### config.mk
export PLATFORM = sky130hd
export DESIGN_NAME = operand_select_pipe
export DESIGN_NICKNAME = d
export VERILOG_FILES = /design/src/rtl/operand_select_pipe_pkg.sv /design/src/rtl/src_scan_counter.sv /design/src/rtl/operand_select_pipe.sv
export SDC_FILE = /design/constraint.sdc
export NUM_CORES = 1
export LEC_CHECK = 0
export ABC_CLOCK_PERIOD_IN_PS = 1800
export BUFFER_PORTS_ARGS = -buffer_cell sky130_fd_sc_hd__buf_2
export CAP_MARGIN = 20
export CORE_UTILIZATION = 40
export CTS_BUF_LIST = sky130_fd_sc_hd__clkbuf_8
export DETAILED_ROUTE_END_ITERATION = 8
export GPL_TIMING_DRIVEN = 1
export PLACE_DENSITY = 0.74
export RECOVER_POWER = 100
export SKIP_LAST_GASP = 1
export SYNTH_ARGS = -nofsm -noshare
export SYNTH_HDL_FRONTEND = slang
export SYNTH_SLANG_ARGS = --single-unit
export TNS_END_PERCENT = 30
### constraint.sdc
create_clock -name clk -period 1.8 [get_ports clk]
set_input_delay 0.18 -clock clk [delete_from_list [all_inputs] [get_ports clk]]
set_output_delay 0.18 -clock clk [all_outputs]
set_load 0.01 [all_outputs]
### src/rtl/operand_select_pipe_pkg.sv
// Shared definitions for the operand select pipeline.
// Contents: the mode encoding and the default operand width and source count.
package operand_select_pipe_pkg;

  // Operating mode: direct uses the select input, scan walks the sources in order.
  typedef enum logic {
    MODE_DIRECT = 1'b0,
    MODE_SCAN   = 1'b1
  } mode_e;

  localparam int unsigned DEFAULT_WIDTH   = 8;
  localparam int unsigned DEFAULT_NUM_SRC = 4;

endpackage

### src/rtl/src_scan_counter.sv
// Source scan counter: steps through source indices 0..NUM_SRC-1 and wraps to 0.
// Ports:
//   clk, rst_n - clock and asynchronous active-low reset
//   clear      - forces the count to 0 (takes priority over advance)
//   advance    - increments the count by one, wrapping at NUM_SRC-1
//   count      - current scan index
module src_scan_counter
  import operand_select_pipe_pkg::*;
#(
  parameter  int unsigned NUM_SRC = DEFAULT_NUM_SRC,
  localparam int unsigned SEL_W   = $clog2(NUM_SRC)
) (
  input  logic             clk,
  input  logic             rst_n,
  input  logic             clear,
  input  logic             advance,
  output logic [SEL_W-1:0] count
);

  logic [SEL_W-1:0] r_count;

  // Wrap explicitly so a non-power-of-two source count never produces an out-of-range index.
  always_ff @(posedge clk or negedge rst_n) begin
    if (!rst_n) begin
      r_count <= '0;
    end else if (clear) begin
      r_count <= '0;
    end else if (advance) begin
      r_count <= (r_count == SEL_W'(NUM_SRC - 1)) ? '0 : r_count + SEL_W'(1);
    end
  end

  assign count = r_count;

endmodule

### src/rtl/operand_select_pipe.sv
// Operand select pipeline: picks one of NUM_SRC operands, either by an explicit index
// (direct mode) or by an internal scan counter (scan mode), and holds it in a single
// valid/ready output register stage.
// Ports:
//   clk, rst_n           - clock and asynchronous active-low reset
//   src_data             - flattened sources, source i at [i*WIDTH +: WIDTH]
//   select, mode         - direct-mode index and mode (0 direct, 1 scan)
//   in_valid / in_ready  - capture request / capture allowed (combinational)
//   out_operand/src/err  - captured operand, its index, out-of-range flag
//   out_valid/out_ready  - output handshake
module operand_select_pipe
  import operand_select_pipe_pkg::*;
#(
  parameter  int unsigned WIDTH   = DEFAULT_WIDTH,
  parameter  int unsigned NUM_SRC = DEFAULT_NUM_SRC,
  localparam int unsigned SEL_W   = $clog2(NUM_SRC)
) (
  input  logic                     clk,
  input  logic                     rst_n,
  input  logic [NUM_SRC*WIDTH-1:0] src_data,
  input  logic [SEL_W-1:0]         select,
  input  logic                     mode,
  input  logic                     in_valid,
  output logic                     in_ready,
  output logic [WIDTH-1:0]         out_operand,
  output logic [SEL_W-1:0]         out_src,
  output logic                     out_err,
  output logic                     out_valid,
  input  logic                     out_ready
);

  localparam int unsigned CMP_W = SEL_W + 1;

  logic             r_valid;
  logic [WIDTH-1:0] r_operand;
  logic [SEL_W-1:0] r_src;
  logic             r_err;

  logic             w_capture;
  logic             w_scan;
  logic             w_err;
  logic [SEL_W-1:0] w_count;
  logic [SEL_W-1:0] w_idx;
  logic [WIDTH-1:0] w_operand;

  // The stage accepts new data when empty or when its current contents drain this cycle.
  assign in_ready  = !r_valid || out_ready;
  assign w_capture = in_valid && in_ready;
  assign w_scan    = (mode == MODE_SCAN);
  assign w_idx     = w_scan ? w_count : select;
  assign w_err     = {1'b0, w_idx} >= CMP_W'(NUM_SRC);

  // The counter is held at 0 outside scan mode so every scan run starts at source 0.
  src_scan_counter #(
    .NUM_SRC (NUM_SRC)
  ) u_scan (
    .clk     (clk),
    .rst_n   (rst_n),
    .clear   (!w_scan),
    .advance (w_capture && w_scan),
    .count   (w_count)
  );

  // Source mux; an index with no matching source yields 0.
  always_comb begin
    w_operand = '0;
    for (int unsigned i = 0; i < NUM_SRC; i++) begin
      if (w_idx == SEL_W'(i)) begin
        w_operand = src_data[i*WIDTH +: WIDTH];
      end
    end
  end

  // Single output stage: load on capture, otherwise drop valid once consumed.
  always_ff @(posedge clk or negedge rst_n) begin
    if (!rst_n) begin
      r_valid   <= 1'b0;
      r_operand <= '0;
      r_src     <= '0;
      r_err     <= 1'b0;
    end else if (w_capture) begin
      r_valid   <= 1'b1;
      r_operand <= w_operand;
      r_src     <= w_idx;
      r_err     <= w_err;
    end else if (r_valid && out_ready) begin
      r_valid   <= 1'b0;
    end
  end

  assign out_valid   = r_valid;
  assign out_operand = r_operand;
  assign out_src     = r_src;
  assign out_err     = r_err;

endmodule
==> metrics.txt, run 1 <==
Worst EP arrival=roughly 1.7 ns; Top-Level Pins=52; Clock power frac=0.300; top cell type by total area after synthesis=dfrtp_1; Hold WC Path Type=input pin to flop; CTS max path bufs=2; GRT Residual Overflow=0; Int Pwr=between 500 and 600 uW; first-pass GRT wire length=approximately 4200 um; switching power=between 200 and 300 uW; mapped cell area=896 sq um; max-cap check violation count=0; sw frac=0.317; H-tree Lvls=1; clock slew at reported path FFs=0.06 ns; Reg power frac=0.423; worst hold start=in_valid; Syn Nets=139; initial antenna violation count=0; pwr dens=roughly 740 nW/um^2; diodes inserted=0; Critical Path End Type=flop; leakage power=approximately 0.53 nW; routability cong.=just under 0.9; slowest stage cell, crit path=dfrtp_1; fin cells=174; Post-DRT Antenna Nets=0; Rel. slew slack=0.532; peak supply drop=between 0.3 and 0.4 mV; post-synth top area share=0.363; cell row count=16; Reg2Reg Setup Slack=0.20 ns; Total Routing Usage GR=0.226; area delta synth->final=28.4%; Distinct cells, synth=32; die area=2430 sq um; DPL Wire Length=~1900 um; Clk Latency, worst-skew pair=0.25 ns; WL final=2440 um; width of the die=a little under 50 um; number of synthesized flops with an enable pin=0; Design Power=about 860 uW; post-CTS setup buffers=0; ys async rst share=1.00; Post-synth top flop=dfrtp_1; Peak Freq=0.625 GHz; Max stage delay on crit path=0.49 ns; Inst Count DP=169; yosys warns=0; drt wl/cell=~14 um; CTS tree=yes; Hold Path Cell Cnt=2; Starting Density=0.439; sequential area share after synthesis=0.363; DR DRC count=0; layout cells sized above 1=0.320; clk sinks=13; Buffers on Ports=50; Initial DRC Count=23; DRT Pass-1 Iters=4; pin count of the biggest net entering global routing=18; FF-to-FF path depth=4; ranking of synthesized cells by area=dfrtp_1, o21ai_0, a221oi_1; final core occ=0.563; Final min period=about 1.6 ns; final net count=about 190; CTS root buf=clkbuf_8; Hold Crit Endpoint=out_valid; status=complete, no violations; number of synthesized register bits=13; vias in the first global route=approximately 970; crit path launch type=flop; Fin Setup TNS=0 ns; unrepaired setup endpoints after global routing=false; crit share post-route=0.889; CTS Buf Count=3; Vias=between 900 and 1k; worst-margin pin slew=between 0.7 and 0.8 ns; Fill cells=222; Die Y=between 40 and 50 um; Post-Synthesis Cells=just under 100; core area=a little over 2000 sq um; combinational fraction of design power=0.277; reg-to-reg critical path endpoint=out_operand[6]; Avg Synthesized Cell Area=between 9 and 10 sq um; count leader, synth=nand2_1; Critical path origin=u_scan.count[0]; Setup CP Type=flop to flop; Worst Path Max Fanout=10; DR vias/cell=between 5 and 6; CP Cell Sequence=mux2i_1 -> a21boi_0 -> a2bb2oi_2 -> o21ai_1; r2r startpoint=u_scan.count[0]; clk_skew=0.00489 ns; Final Max Tran Viols=0; Req. time, crit path=1.93 ns; # setup viols final=0; count of final hold-check violations=0; Synth top cells by count=nand2_1, dfrtp_1, o21ai_0, a21oi_1, a221oi_1
[power groups by stage]
stage	clock network, mW	logic (mW)	registers [mW]
2_1_floorplan	0	0.132	0.377
3_3_place_gp	0	0.248	0.363
3_5_place_dp	0	0.252	0.365
4_1_cts	0.257	0.255	0.361
5_1_grt	0.276	0.269	0.369
6_report	0.256	0.237	0.362
[flip-flops by register name, indices dropped and copies added (netlist names)]
register      flops
out_operand       8
u_scan.count      2
out_src           2
out_valid         1
[worst max-delay path by stage]
stage / to / slack [ns] / depth (start not counted)
finish: out_operand[6] / 0.20 / 4
global route: out_operand[5] / 0.07 / 4
CTS: out_operand[6] / 0.27 / 4
detailed placement: out_operand[6] / 0.22 / 5
global placement: out_operand[5] / 0.29 / 5
floorplan: out_operand[6] / 0.46 / 5
[critical path: cells and delay by family, from the launching register on]
kind / cells / cell delay, ns
flip-flops: 1 / 0.49
multiplexers: 1 / 0.42
AO/OA/AOI/OAI: 3 / 0.57
[timing repair]
| item | CTS | global route |
|---|---|---|
| endpoints found under the setup margin | 0 | 0 |
| resized for setup | 0 | 0 |
| hold buffers | 1 | 0 |
| endpoints found under the hold margin | 13 | 0 |
[per-stage QoR]
stage	setup WS [ns]	cell area, sq um	hold WS, ns
after global routing	0.0709	1150	0.241
after detailed placement	0.223	1130	0.0787
final	0.200	1150	0.205
after floorplan	0.460	896	-0.116
after global placement	0.294	1130	0.0768
after CTS	0.266	1180	0.203
[area by class of cell]
class	count	area [sq um]	share of cell area
clock buffers	3	41.3	0.0359
clock inverters	1	3.75	0.00326
inverters	6	22.5	0.0196
multi-input cells	72	475	0.413
flip-flops and latches	13	325	0.283
well taps	27	33.8	0.0294
repair buffers	52	248	0.215
[metal layers]
| metal | wire, um | up-vias | track usage |
|---|---|---|---|
| li1 | - | 464 | - |
| met1 | 1010 | 464 | 0.276 |
| met2 | 1280 | 32 | 0.384 |
| met3 | 99 | 5 | 0.0218 |
| met4 | 50 | 0 | 0.127 |
| met5 | 0 | - | 0 |
[cell families after synthesis]
| group | after synthesis | share of synthesized area |
|---|---|---|
| DFF | 13 | 0.363 |
| adders and majority gates | 1 | 0.0140 |
| buffers and inverters | 14 | 0.0936 |
| and+or+nand+nor | 22 | 0.122 |
| muxes | 2 | 0.0265 |
| other | 1 | 0.00419 |
| AOI/OAI and AO/OA | 46 | 0.377 |
[layout by cell type (no fill, tap or decap), drive strengths merged, types with 2 or more instances in the layout]
master / n
a21boi: 3
a21oi: 8
a221oi: 7
buf: 37
clkbuf: 17
dfrtp: 13
inv: 7
mux2i: 2
nand2: 14
nand2b: 3
o2111ai: 3
o211ai: 3
o21ai: 18
o32ai: 2
No activity file was read; power rests on OpenSTA's default activity.
==> inputs of run 2 (changes only) <==
- ABC_CLOCK_PERIOD_IN_PS: 1800 -> 1500
- CORE_UTILIZATION: 40 -> 45
- PLACE_DENSITY: 0.74 -> 0.82
- clock period: 1.8 -> 1.5 ns (I/O delays scaled with it)
==> run 2 against run 1 <==
  * Sequential share of layout area decreased by 1.5 points
  * Clock-buffer cell count stayed put
  * Critical path depth shrank 1
  * Sequential power rose by 19%
  * Wire length is 2.2% higher
  * Critical path type unchanged
==> metrics.txt, run 2 (same netlist as run 1, synthesis figures left out) <==
clk sinks=13; Hold WC Path Type=input pin to flop; routability cong.=~0.80; design area=about 1200 sq um; Starting Density=0.497; peak supply drop=0.349 mV; DR WL met2=about 1300 um; slowest stage cell, crit path=dfrtp_1; CP Cell Sequence=a31oi_2 -> o21ai_0 -> a21oi_1; Max stage delay on crit path=roughly 0.51 ns; Post-DRT Antenna Nets=0; Req. time, crit path=1.66 ns; worst-margin pin slew=0.667 ns; cell row count=15; r2r startpoint=u_scan.count[1]; Clk Latency, worst-skew pair=between 0.2 and 0.3 ns; Die Y=46.6 um; final net count=192; pwr dens=a little under 900 nW/um^2; drt wl/cell=between 10 and 15 um; width of the die=roughly 47 um; Setup CP Type=flop to flop; final core occ=0.676; DR WL met3=92 um; crit path launch type=flop; status=complete, no violations; Initial DRC Count=18; GRT Residual Overflow=0; Fin Setup TNS=0 ns; max FFs per register=8; Final min period=approximately 1.5 ns; pin count of the biggest net entering global routing=14; first-pass GRT wire length=between 3000 and 4000 um; DPL Wire Length=between 1500 and 2000 um; unrepaired setup endpoints after global routing=true; Hold Crit Endpoint=out_valid; diodes inserted=0; DR vias/cell=approximately 5.5; Buffers on Ports=50; count of final hold-check violations=0; Critical Path End Type=flop; CTS max path bufs=2; Hold Path Cell Cnt=2; die area=around 2200 sq um; Worst path top cell family by delay=compound AO/OA/AOI/OAI gates; Peak Freq=roughly 0.68 GHz; Worst Path Max Fanout=10; WP buf/inv=0; WL final=2490 um; most frequent cells in the layout=buf_2, nand2_1, o21ai_0, clkbuf_1, dfrtp_1; area delta synth->final=36.0%; Met1 Routed Length=between 1000 and 1500 um; Reg2Reg Setup Slack=roughly 0.037 ns; DRT Pass-1 Iters=4; Max Used Layer=met4; clk_skew=~0.0039 ns; Total Routing Usage GR=0.258; Fill cells=between 150 and 200; Worst EP arrival=roughly 1.6 ns; Vias=approximately 1000; FF-to-FF path depth=3; layout cells sized above 1=0.371; post-CTS setup buffers=0; # setup viols final=0; area post-placement=1150 sq um; crit share post-route=0.975; clock slew at reported path FFs=around 0.060 ns; vias in the first global route=roughly 900; Rel. slew slack=0.555; commonest non-fill, non-tap cell in the layout=buf_2; initial antenna violation count=0; DR DRC count=0; worst hold start=in_valid; max-cap check violation count=0; CTS root buf=clkbuf_8; H-tree Lvls=1; Top-Level Pins=52; CTS tree=yes; leakage power=between 0.5 and 0.6 nW; core area=around 1800 sq um; CTS Buf Count=3; Final Max Tran Viols=0; reg-to-reg critical path endpoint=out_operand[7]
run 2: timing repair:
action                     4_1_cts  5_1_grt
hold buffers                     1        0
hold endpoints to repair        13        0
setup endpoints to repair        2        8
resized for setup                2        3
run 2: per-layer routing:
layer / vias up / global-route usage
met1: 473 / 0.315
met4: 0 / 0.160
met2: 24 / 0.431
met3: 7 / 0.0235
met5: - / 0
li1: 471 / -
run 2: worst register-to-register path, cell delays in order, from the launching register on:
cell	delay, ns
dfrtp_1	0.51
a31oi_2	0.43
o21ai_0	0.20
a21oi_1	0.23
run 2: where the power goes:
group,total (mW),internal (mW),switching [mW]
Combinational,0.319,0.140,0.179
Clock,0.310,0.181,0.129
Sequential,0.432,0.401,0.0319
Total,1.06,0.721,0.340
run 2: area by class of cell:
class,instances,area (sq um),area share
multi-input cells,72,514,0.422
flip-flops and latches,13,327,0.268
repair buffers,56,279,0.229
clock buffers,3,41.3,0.0339
well taps,25,31.3,0.0257
inverters,6,22.5,0.0185
clock inverters,1,3.75,0.00308
run 2: stage by stage:
stage / cells / hold WS [ns] / power [mW] / setup slack [ns]
6_report: 176 / 0.172 / 1.06 / 0.0370
5_1_grt: 176 / 0.190 / 1.12 / -0.0712
4_1_cts: 176 / 0.173 / 1.06 / -0.00334
3_5_place_dp: 171 / 0.0456 / 0.751 / -0.0272
3_3_place_gp: 171 / 0.0430 / 0.742 / 0.0328
2_1_floorplan: 99 / -0.146 / 0.611 / 0.160
run 2: worst max-delay path by stage:
| stage | to | startpoint | slack, ns | cells after the start |
|---|---|---|---|---|
| after floorplan | out_operand[6] | u_scan.count[0] | 0.16 | 5 |
| after global placement | out_operand[4] | u_scan.count[1] | 0.03 | 4 |
| after detailed placement | out_operand[4] | u_scan.count[1] | -0.03 | 4 |
| after CTS | out_operand[1] | u_scan.count[0] | -0.003 | 5 |
| after global routing | out_operand[3] | u_scan.count[0] | -0.07 | 6 |
| final | out_operand[7] | u_scan.count[1] | 0.04 | 3 |
